### src/rtl/multicycle_control_pkg.sv
// Shared definitions for the multicycle RV32I control unit: FSM state
// encoding, ALU control codes, immediate-format selects, opcodes and the
// ALU-op selector passed to the ALU decoder.
package multicycle_control_pkg;

    typedef enum logic [3:0] {
        S_FETCH    = 4'd0,
        S_DECODE   = 4'd1,
        S_MEMADR   = 4'd2,
        S_MEMREAD  = 4'd3,
        S_MEMWB    = 4'd4,
        S_MEMWRITE = 4'd5,
        S_EXEC_R   = 4'd6,
        S_EXEC_I   = 4'd7,
        S_ALUWB    = 4'd8,
        S_BRANCH   = 4'd9,
        S_JAL      = 4'd10,
        S_JALR     = 4'd11,
        S_LUI      = 4'd12,
        S_AUIPC    = 4'd13,
        S_TRAP     = 4'd14
    } state_e;

    localparam logic [3:0] ALU_ADD  = 4'd0;
    localparam logic [3:0] ALU_SUB  = 4'd1;
    localparam logic [3:0] ALU_AND  = 4'd2;
    localparam logic [3:0] ALU_OR   = 4'd3;
    localparam logic [3:0] ALU_XOR  = 4'd4;
    localparam logic [3:0] ALU_SLT  = 4'd5;
    localparam logic [3:0] ALU_SLTU = 4'd6;
    localparam logic [3:0] ALU_SLL  = 4'd7;
    localparam logic [3:0] ALU_SRL  = 4'd8;
    localparam logic [3:0] ALU_SRA  = 4'd9;

    localparam logic [2:0] IMM_I = 3'b000;
    localparam logic [2:0] IMM_S = 3'b001;
    localparam logic [2:0] IMM_B = 3'b010;
    localparam logic [2:0] IMM_J = 3'b011;
    localparam logic [2:0] IMM_U = 3'b100;

    localparam logic [6:0] OP_LOAD   = 7'b0000011;
    localparam logic [6:0] OP_STORE  = 7'b0100011;
    localparam logic [6:0] OP_R      = 7'b0110011;
    localparam logic [6:0] OP_I      = 7'b0010011;
    localparam logic [6:0] OP_BRANCH = 7'b1100011;
    localparam logic [6:0] OP_JAL    = 7'b1101111;
    localparam logic [6:0] OP_JALR   = 7'b1100111;
    localparam logic [6:0] OP_LUI    = 7'b0110111;
    localparam logic [6:0] OP_AUIPC  = 7'b0010111;

    // ALU operation class handed from the FSM to the ALU decoder.
    localparam logic [1:0] ALUOP_ADD   = 2'b00;
    localparam logic [1:0] ALUOP_SUB   = 2'b01;
    localparam logic [1:0] ALUOP_FUNCT = 2'b10;

    // Immediate format follows the opcode alone, independent of FSM state.
    function automatic logic [2:0] imm_sel(input logic [6:0] op);
        case (op)
            OP_STORE:         imm_sel = IMM_S;
            OP_BRANCH:        imm_sel = IMM_B;
            OP_JAL:           imm_sel = IMM_J;
            OP_LUI, OP_AUIPC: imm_sel = IMM_U;
            default:          imm_sel = IMM_I;
        endcase
    endfunction

endpackage

### src/rtl/multicycle_control_alu_dec.sv
// alu_decoder_ext: combinational ALU control decode.
// Ports:
//   op_b5_i       - opcode bit 5 (1 = R-type, 0 = I-type for ALU ops)
//   funct3_i      - instruction funct3
//   funct7_b5_i   - instruction bit 30
//   alu_op_i      - operation class from the FSM (ADD / SUB / FUNCT)
//   alu_control_o - ALU control code, zero-padded to ALU_CTRL_W
module alu_decoder_ext
    import multicycle_control_pkg::*;
#(
    parameter int ALU_CTRL_W = 4
) (
    input  logic                  op_b5_i,
    input  logic [2:0]            funct3_i,
    input  logic                  funct7_b5_i,
    input  logic [1:0]            alu_op_i,
    output logic [ALU_CTRL_W-1:0] alu_control_o
);

    logic [3:0] code;

    always_comb begin
        code = ALU_ADD;
        case (alu_op_i)
            ALUOP_SUB: code = ALU_SUB;
            ALUOP_FUNCT: begin
                case (funct3_i)
                    // addi has no subtract form: bit 30 is immediate data there
                    3'b000:  code = (op_b5_i && funct7_b5_i) ? ALU_SUB : ALU_ADD;
                    3'b001:  code = ALU_SLL;
                    3'b010:  code = ALU_SLT;
                    3'b011:  code = ALU_SLTU;
                    3'b100:  code = ALU_XOR;
                    // bit 30 picks arithmetic shift for both srai and sra
                    3'b101:  code = funct7_b5_i ? ALU_SRA : ALU_SRL;
                    3'b110:  code = ALU_OR;
                    default: code = ALU_AND;
                endcase
            end
            default: code = ALU_ADD;
        endcase
    end

    assign alu_control_o = ALU_CTRL_W'(code);

endmodule

### src/rtl/multicycle_control.sv
// Multicycle RV32I control FSM. Moore outputs per state, except pc_write in
// BRANCH (flag dependent) and the mem_ready gating of FETCH/MEMREAD/MEMWRITE.
// Ports:
//   clk, rst_n           - clock, async active-low reset
//   op, funct3, funct7_b5 - instruction fields from the instruction register
//   zero, lt, ltu        - ALU flags for branch resolution
//   mem_ready            - memory completes the current access
//   pc_write, adr_src, mem_req, mem_write, ir_write, reg_write, illegal
//   alu_src_a, alu_src_b, result_src, imm_src, alu_control - datapath controls
//   state                - current FSM state (debug)
// ALU_CTRL_W must be at least 4.
module multicycle_control
    import multicycle_control_pkg::*;
#(
    parameter int MEM_HS     = 1,
    parameter int EXT_BRANCH = 1,
    parameter int ALU_CTRL_W = 4
) (
    input  logic                  clk,
    input  logic                  rst_n,
    input  logic [6:0]            op,
    input  logic [2:0]            funct3,
    input  logic                  funct7_b5,
    input  logic                  zero,
    input  logic                  lt,
    input  logic                  ltu,
    input  logic                  mem_ready,
    output logic                  pc_write,
    output logic                  adr_src,
    output logic                  mem_req,
    output logic                  mem_write,
    output logic                  ir_write,
    output logic                  reg_write,
    output logic                  illegal,
    output logic [1:0]            alu_src_a,
    output logic [1:0]            alu_src_b,
    output logic [1:0]            result_src,
    output logic [2:0]            imm_src,
    output logic [ALU_CTRL_W-1:0] alu_control,
    output logic [3:0]            state
);

    state_e     state_q, state_d;
    logic       mem_rdy;
    logic       taken;
    logic       br_illegal;
    logic [1:0] alu_op;
    logic       pc_write_c, ir_write_c, reg_write_c;
    logic       mem_req_c, mem_write_c, illegal_c;

    assign mem_rdy = (MEM_HS != 0) ? mem_ready : 1'b1;

    // 010/011 are never branches; 1xx exist only with the extended set.
    assign br_illegal = (funct3[2:1] == 2'b01) || (funct3[2] && (EXT_BRANCH == 0));

    always_comb begin
        case (funct3)
            3'b000:  taken = zero;
            3'b001:  taken = ~zero;
            3'b100:  taken = lt;
            3'b101:  taken = ~lt;
            3'b110:  taken = ltu;
            3'b111:  taken = ~ltu;
            default: taken = 1'b0;
        endcase
    end

    always_ff @(posedge clk or negedge rst_n) begin
        if (!rst_n) state_q <= S_FETCH;
        else        state_q <= state_d;
    end

    always_comb begin
        state_d     = state_q;
        pc_write_c  = 1'b0;
        ir_write_c  = 1'b0;
        reg_write_c = 1'b0;
        mem_req_c   = 1'b0;
        mem_write_c = 1'b0;
        illegal_c   = 1'b0;
        adr_src     = 1'b0;
        alu_src_a   = 2'b00;
        alu_src_b   = 2'b00;
        result_src  = 2'b00;
        alu_op      = ALUOP_ADD;
        case (state_q)
            S_FETCH: begin
                mem_req_c  = 1'b1;
                alu_src_b  = 2'b10;
                result_src = 2'b10;
                if (mem_rdy) begin
                    ir_write_c = 1'b1;
                    pc_write_c = 1'b1;
                    state_d    = S_DECODE;
                end
            end
            S_DECODE: begin
                alu_src_a = 2'b01;
                alu_src_b = 2'b01;
                case (op)
                    OP_LOAD, OP_STORE: state_d = S_MEMADR;
                    OP_R:              state_d = S_EXEC_R;
                    OP_I:              state_d = S_EXEC_I;
                    OP_BRANCH:         state_d = br_illegal ? S_TRAP : S_BRANCH;
                    OP_JAL:            state_d = S_JAL;
                    OP_JALR:           state_d = S_JALR;
                    OP_LUI:            state_d = S_LUI;
                    OP_AUIPC:          state_d = S_AUIPC;
                    default:           state_d = S_TRAP;
                endcase
            end
            S_MEMADR: begin
                alu_src_a = 2'b10;
                alu_src_b = 2'b01;
                state_d   = op[5] ? S_MEMWRITE : S_MEMREAD;
            end
            S_MEMREAD: begin
                mem_req_c = 1'b1;
                adr_src   = 1'b1;
                if (mem_rdy) state_d = S_MEMWB;
            end
            S_MEMWB: begin
                result_src  = 2'b01;
                reg_write_c = 1'b1;
                state_d     = S_FETCH;
            end
            S_MEMWRITE: begin
                mem_req_c   = 1'b1;
                mem_write_c = 1'b1;
                adr_src     = 1'b1;
                if (mem_rdy) state_d = S_FETCH;
            end
            S_EXEC_R: begin
                alu_src_a = 2'b10;
                alu_op    = ALUOP_FUNCT;
                state_d   = S_ALUWB;
            end
            S_EXEC_I: begin
                alu_src_a = 2'b10;
                alu_src_b = 2'b01;
                alu_op    = ALUOP_FUNCT;
                state_d   = S_ALUWB;
            end
            S_ALUWB: begin
                reg_write_c = 1'b1;
                state_d     = S_FETCH;
            end
            S_BRANCH: begin
                // ALUOut still holds the target computed in DECODE
                alu_src_a  = 2'b10;
                alu_op     = ALUOP_SUB;
                pc_write_c = taken;
                state_d    = S_FETCH;
            end
            S_JAL: begin
                alu_src_a   = 2'b01;
                alu_src_b   = 2'b10;
                pc_write_c  = 1'b1;
                reg_write_c = 1'b1;
                state_d     = S_FETCH;
            end
            S_JALR: begin
                alu_src_a   = 2'b10;
                alu_src_b   = 2'b01;
                result_src  = 2'b10;
                pc_write_c  = 1'b1;
                reg_write_c = 1'b1;
                state_d     = S_FETCH;
            end
            S_LUI: begin
                alu_src_a   = 2'b11;    // constant zero operand
                alu_src_b   = 2'b01;
                result_src  = 2'b10;
                reg_write_c = 1'b1;
                state_d     = S_FETCH;
            end
            S_AUIPC: begin
                alu_src_a   = 2'b01;
                alu_src_b   = 2'b01;
                result_src  = 2'b10;
                reg_write_c = 1'b1;
                state_d     = S_FETCH;
            end
            S_TRAP: begin
                illegal_c = 1'b1;
            end
            default: state_d = S_TRAP;
        endcase
    end

    // rst_n masks the strobes so FETCH's defaults never leak out while
    // reset is held, and a reset mid-access drops them immediately.
    assign pc_write  = pc_write_c  & rst_n;
    assign ir_write  = ir_write_c  & rst_n;
    assign reg_write = reg_write_c & rst_n;
    assign mem_req   = mem_req_c   & rst_n;
    assign mem_write = mem_write_c & rst_n;
    assign illegal   = illegal_c   & rst_n;
    assign imm_src   = imm_sel(op);
    assign state     = state_q;

    alu_decoder_ext #(
        .ALU_CTRL_W(ALU_CTRL_W)
    ) u_alu_dec (
        .op_b5_i      (op[5]),
        .funct3_i     (funct3),
        .funct7_b5_i  (funct7_b5),
        .alu_op_i     (alu_op),
        .alu_control_o(alu_control)
    );

endmodule

### config.mk
export PLATFORM = sky130hd
export DESIGN_NAME = multicycle_control
export DESIGN_NICKNAME = d
export VERILOG_FILES = /design/src/rtl/multicycle_control_pkg.sv /design/src/rtl/multicycle_control_alu_dec.sv /design/src/rtl/multicycle_control.sv
export SDC_FILE = /design/constraint.sdc
export NUM_CORES = 1
export LEC_CHECK = 0
export ABC_AREA = 1
export BUFFER_PORTS_ARGS = -buffer_cell sky130_fd_sc_hd__clkbuf_2
export CAP_MARGIN = 20
export CELL_PAD_IN_SITES_DETAIL_PLACEMENT = 0
export CELL_PAD_IN_SITES_GLOBAL_PLACEMENT = 2
export CORE_ASPECT_RATIO = 0.7
export CORE_MARGIN = 2
export CORE_UTILIZATION = 22
export CTS_CLUSTER_SIZE = 40
export DETAILED_ROUTE_END_ITERATION = 6
export GPL_TIMING_DRIVEN = 0
export PLACE_DENSITY_LB_ADDON = 0.1
export SETUP_SLACK_MARGIN = 0.4
export SLEW_MARGIN = 40
export SYNTH_ARGS = -nofsm -noshare
export SYNTH_HDL_FRONTEND = slang
export SYNTH_HIERARCHICAL = 1
export SYNTH_SLANG_ARGS = --single-unit
### constraint.sdc
create_clock -name clk -period 2 [get_ports clk]
set_input_delay 0.4 -clock clk [delete_from_list [all_inputs] [get_ports clk]]
set_output_delay 0.4 -clock clk [all_outputs]
set_load 0.05 [all_outputs]
---- Word level (Yosys, flattened, before mapping) ----
Cells that the tools add are included.
storage, ports and cells
  logic and storage cells ................. 89
  output and inout bits ................... 24
  register bits ........................... 4
  bits of input ports ..................... 17
cells by class
  muxes and demuxes ....................... 25
  reduce and logical (&&, ||, !) cells .... 17
  bitwise operators ....................... 10
  equality and inequality tests ........... 36
operators with widths
  kind                                                                    count
  4-bit case mux with 8 select lines                                      2
  4-bit equality test (second input constant)                             7
  4-bit case mux with 7 select lines                                      1
  7-bit by 6-bit equality test with 1-bit output (second input constant)  3
  7-bit equality test (second input constant)                             3
  4-bit by 3-bit equality test with 1-bit output (second input constant)  4
  7-bit by 5-bit equality test with 1-bit output (second input constant)  2
  3-bit equality test (second input constant)                             4
  4-bit two-way mux                                                       3
  2-bit case mux with 2 select lines                                      3
  3-bit case mux with 4 select lines                                      1
  2-bit OR reduction                                                      6
  6-bit OR reduction                                                      2
  1-bit two-way mux                                                       9
  4-bit by 2-bit equality test with 1-bit output (second input constant)  2
  4-bit case mux with 2 select lines                                      1
  7-bit by 2-bit equality test with 1-bit output (second input constant)  1
  7-bit OR reduction                                                      1
  1-bit AND                                                               6
  3-bit by 2-bit equality test with 1-bit output (second input constant)  2
  3-bit two-way mux                                                       2
  2-bit inequality test (second input constant)                           3
  1-bit case mux with 6 select lines                                      1
  2-bit case mux with 3 select lines                                      1
  13 further kinds                                                        18

---- Depth between registers and ports, before layout ----
  depth after elaboration ................. 5
  mapped depth ............................ 9
  gate-level depth less buffers ........... 9

---- By module ----
The synthesis kept the hierarchy.
modules (own cells, without submodules)
  module              area each (um^2)  times used  sequential area each (um^2)  cells each
  multicycle_control  732.0             1           100.1                        127
  alu_decoder_ext     153.9             1           0.0                          30

---- Least setup slack after synthesis ----
No wires, ideal clock.
  path type ............................... reg-to-output
  start point ............................. register state_q[3], in the netlist state[3]
  end point ............................... output port alu_control[3]
  required time ........................... 1.600 ns
  stages on the path, launching flop included .. 10
  setup slack ............................. -1.530 ns
  buffers on the path ..................... 0
  arrival ................................. 3.130 ns
  cells stage by stage .................... dfrtp_1 > inv_1 > nor2_2 > nand2_1 > inv_1 > inv_1 > ha_1 > inv_1 > nand2_1 > nor4_1
between the ends
  word-level cells in the longest chain between the ends .. 5
  elaborated cells on any way between the ends .. 8
  those cells by class .................... eq/ne: 5; mux: 2; reduce/logical: 1
RTL lines
  element                                                                                RTL line                          RTL
  start, declared                                                                        multicycle_control.sv:43          state_e state_q, state_d;
  start signal, assigned                                                                 multicycle_control.sv:70          else state_q <= state_d;
  4-bit by 3-bit equality test with 1-bit output                                         multicycle_control.sv:86          case (state_q)
  2-bit OR reduction (no source line)                                                    --
  2-bit case mux with 2 select lines *                                                   multicycle_control.sv:86
  via alu_op[0]                                                                          multicycle_control.sv:47          logic [1:0] alu_op;
  2-bit equality test or 2-bit by 1-bit equality test with 1-bit output (tied branches)  multicycle_control_alu_dec.sv:24  case (alu_op_i)
  4-bit case mux with 2 select lines *                                                   multicycle_control_alu_dec.sv:24
  end, declared                                                                          multicycle_control.sv:39          output logic [ALU_CTRL_W-1:0] alu_control,
Mark *: on every way through the listed nets, which the timed path passes. The rest lies on a longest branch.

---- Worst setup path in the final report ----
  start point ............................. register state_q[2], in the netlist state[2]
  end point ............................... output port alu_control[3]
Same word-level chain as after synthesis.

==> results.txt <==
* Iteration-0 DRC count of the detailed router: 65
- The worst register-to-register path begins at state[1]$_DFFE_PN0P_.
- The floorplan has 19 rows.
- The endpoint identified for the worst register-to-register timing path is state[0]$_DFFE_PN0P_.
- The synthesized netlist occupies a cell area of 886 um2.
- The area growth from synthesis to layout is 139%.
- By area the synthesized netlist is led by nand2_1 (18%), dfrtp_1 (11%), nor2_1 (10%), inv_1 (9.7%), nor2_2 (5.6%).
- The worst setup path is captured at an output pin.
- In the final timing run, aggregate negative setup slack is -1.08 ns.
- Count of unresolved DRC violations after routing: 0
- Vias post-DR: 1,266
* Final worst-path cycle share: 108%
- Routed WL per cell: 12.3 um
- For this run, the top clock speed supported by timing is 462 MHz.
- Crit path launch type: flip-flop
* Tmin final: 2.17 ns
- Number of top-level pins: slightly above 40
- The longest clock path from root to sink contains 2 buffers.
- Setup repair after global routing could not meet its margin everywhere.
* Via count of the first global-routing pass: approximately 1,200
- Result of the run: finished with violations
- In this run the worst path has a maximum fanout of 5.
- Clock-pin slew reported for the worst setup and hold paths after clock tree synthesis: 0.03 ns
- Of all flip-flops after synthesis, the portion carrying an async set or reset was between 90% and 100%.
* Data required time of the worst path: ~1.6 ns
* Worst slack at placement: -0.347 ns
* Antenna violations before repair: 0
- Final core area utilization: 54.4%
* Peak supply drop: 0.545 mV
- In this run the static leakage power is 1.02 nW.
- Detailed placement ended at an HPWL of between 2 and 2.5 mm.
* Global-route wire length before repair: roughly 5.5 mm
- Portion of the post-synthesis area used by sequential elements: 11.3%
* Launch point of the critical path: state[2]$_DFFE_PN0P_
- Number of library cell types mapped by synthesis: 29
- The initial utilization of the core area, before any placement, comes to 22.7%.
* TritonCTS buffer count: 3
- In this run the clock root is driven by a clkbuf_8.
- Of all cell types, the one taking the most synthesized area is nand2_1.
- Met3 GRT Util: 2.06%
- Vertical extent of the die: 57.1 um
- At the later pin of the worst-skew pair, clock insertion delay measures 0.21 ns.
- Congestion Overflow GR: 0
- Total count of max-transition violations in the final report: 0
- Port buffering added 40 buffers.
- The worst register-to-register path has a setup slack of 0.27 ns.
- Area of the die: 0.00456 mm2
* Final setup viols: 12
- Across all setup checks in the final design, the least slack found is -0.166 ns.
* Failing checks: negative setup slack
* Number of warnings issued by yosys: 6
- The register with the most flip-flops in the layout has 4 of them.
* Slew margin rel.: 75.0%
- On the final layout, the worst clock skew is about 0.0017 ns.
- Detailed Route WL: around 3.5 mm
- HP Class: input pin to asynchronous set/reset pin
- Buffers inserted to repair hold after CTS numbered 0.
- Top library cells by usage in the layout, fill and taps aside: nand2_1 (28), buf_4 (26), nor2_4 (15)
* Maximum number of pins on one net before global-route repair: 10
* Areal power density over the cells: 163 mW/mm2
* Count of maximum capacitance violations: 0
- For this run, the total global-route usage over all layers was measured as between 10% and 20%.
- Leading cell type in the layout, fill and taps excluded: nand2_1
- The floorplan step set the die width to 79.8 um.
- In the synthesized netlist, the number of instances is between 150 and 200.
* Via/cell ratio: 4.41
- Per-instance average area after synthesis: 5.64 um2
- At the pin with the least slew margin, the transition time is 0.374 ns.
- Routability-driven placement finished with a final weighted congestion of 0.767.
- Post-route design area: 0.00212 mm2
- Global routing met1 resource utilization: 20.9%
* Register bit total from synthesis: 4
- The most used flip-flop cell after synthesis is dfrtp_1.
- CTS sink cnt: 4
* Path depth of the worst reg2reg path: 12
- After detailed placement, the total cell area comes to 0.00134 mm2.
- Once detail routing completed, the nets flagged for antenna violations numbered 0.
* Number of fill cells: 365
- For the worst setup path, the data arrival time is ~1.8 ns.
- Number of H-tree branching levels: 1
- Of the cells placed in the final design, the portion with a size suffix greater than 1 is 68.1%.
* Busiest layer in global routing: met2
- Endpoint of the most critical setup path: alu_control[3]
* EDFF count, synth: 0
* Area fraction of the dominant cell type after synthesis: 17.8%
* Worst hold slack: 0.0212 ns
* Std-Cell Core Area: between 0.003 and 0.004 mm2
- Total iterations of the first detailed-routing run: 4
* CTS tree: built
* Hold Vio Cnt, Final: 0
- The number of antenna diodes in the final layout is 0.
* Global routing met2 resource utilization: 27.0%
- Synthesized net count: 176
- Worst setup path class: flip-flop to output pin
- The final layout contains roughly 260 nets.
==> Yosys cell counts (2+ instances only) <==
master    instances
nor2_2            8
nand4_1           4
nor2_1           24
nand2_2           2
inv_1            23
nand2_4           4
o21ai_0           2
nand2_1          42
a21oi_1           2
dfrtp_1           4
a21oi_2           4
nand3b_1          2
ha_1              2
nand3_1           8
inv_2             7
nor2_4            2
o21ai_1           5
==> metal layers <==
| metal | share of wire, % | vias up |
|---|---|---|
| met5 | 0 | - |
| met4 | 0 | 0 |
| met3 | 4.3 | 0 |
| met2 | 51 | 27 |
| met1 | 45 | 586 |
| li1 | - | 653 |
==> timing repair <==
item                       CTS  global route
setup endpoints to repair   19            24
resized for setup           85            40
pin swaps                   19            14
setup buffers               26             9
==> power breakdown <==
group | internal [mW] | switching, mW
clock | 0.128 | 0.0361
combinational | 0.0391 | 0.0615
sequential | 0.0815 | 0
total | 0.248 | 0.0975
==> per-stage QoR <==
step | std cells | power, mW
3_3_place_gp | 249 | 0.164
6_report | 287 | 0.346
5_1_grt | 287 | 0.372
3_5_place_dp | 249 | 0.164
4_1_cts | 278 | 0.342
2_1_floorplan | 157 | 0.129
==> how the worst min path moves through the flow <==
stage,endpoint
floorplan,state[0]$_DFFE_PN0P_
global placement,state[3]$_DFFE_PN0P_
detailed placement,state[3]$_DFFE_PN0P_
CTS,state[3]$_DFFE_PN0P_
global route,state[1]$_DFFE_PN0P_
finish,state[3]$_DFFE_PN0P_
==> cells by family after synthesis <==
kind of cell	after synthesis	synth area share (%)
buffers and inverters	32	14.5
adders and majority gates	2	2.82
DFF	4	11.3
AOI/OAI and AO/OA	16	11.9
and+or+nand+nor	103	59.5
==> critical path, cell delays in order, from the launching register on <==
cell and delay [ns]:
dfrtp_2 0.41, buf_12 0.14, nor2_4 0.09, nand2_2 0.07, inv_2 0.06, inv_2 0.04, ha_4 0.23, inv_2 0.06
nand2_4 0.08, nor4_4 0.16, clkbuf_8 0.23
==> area by class of cell <==
cell class	count	area [um2]	share of cell area (%)
buffer	1	20.0	0.945
clock buffer	3	41.3	1.95
inverter	31	138	6.49
multi-input combinational	121	983	46.4
sequential	4	110	5.19
tap	52	65.1	3.07
timing repair buffer	75	762	36.0
Power figures use the tool's default switching activity.
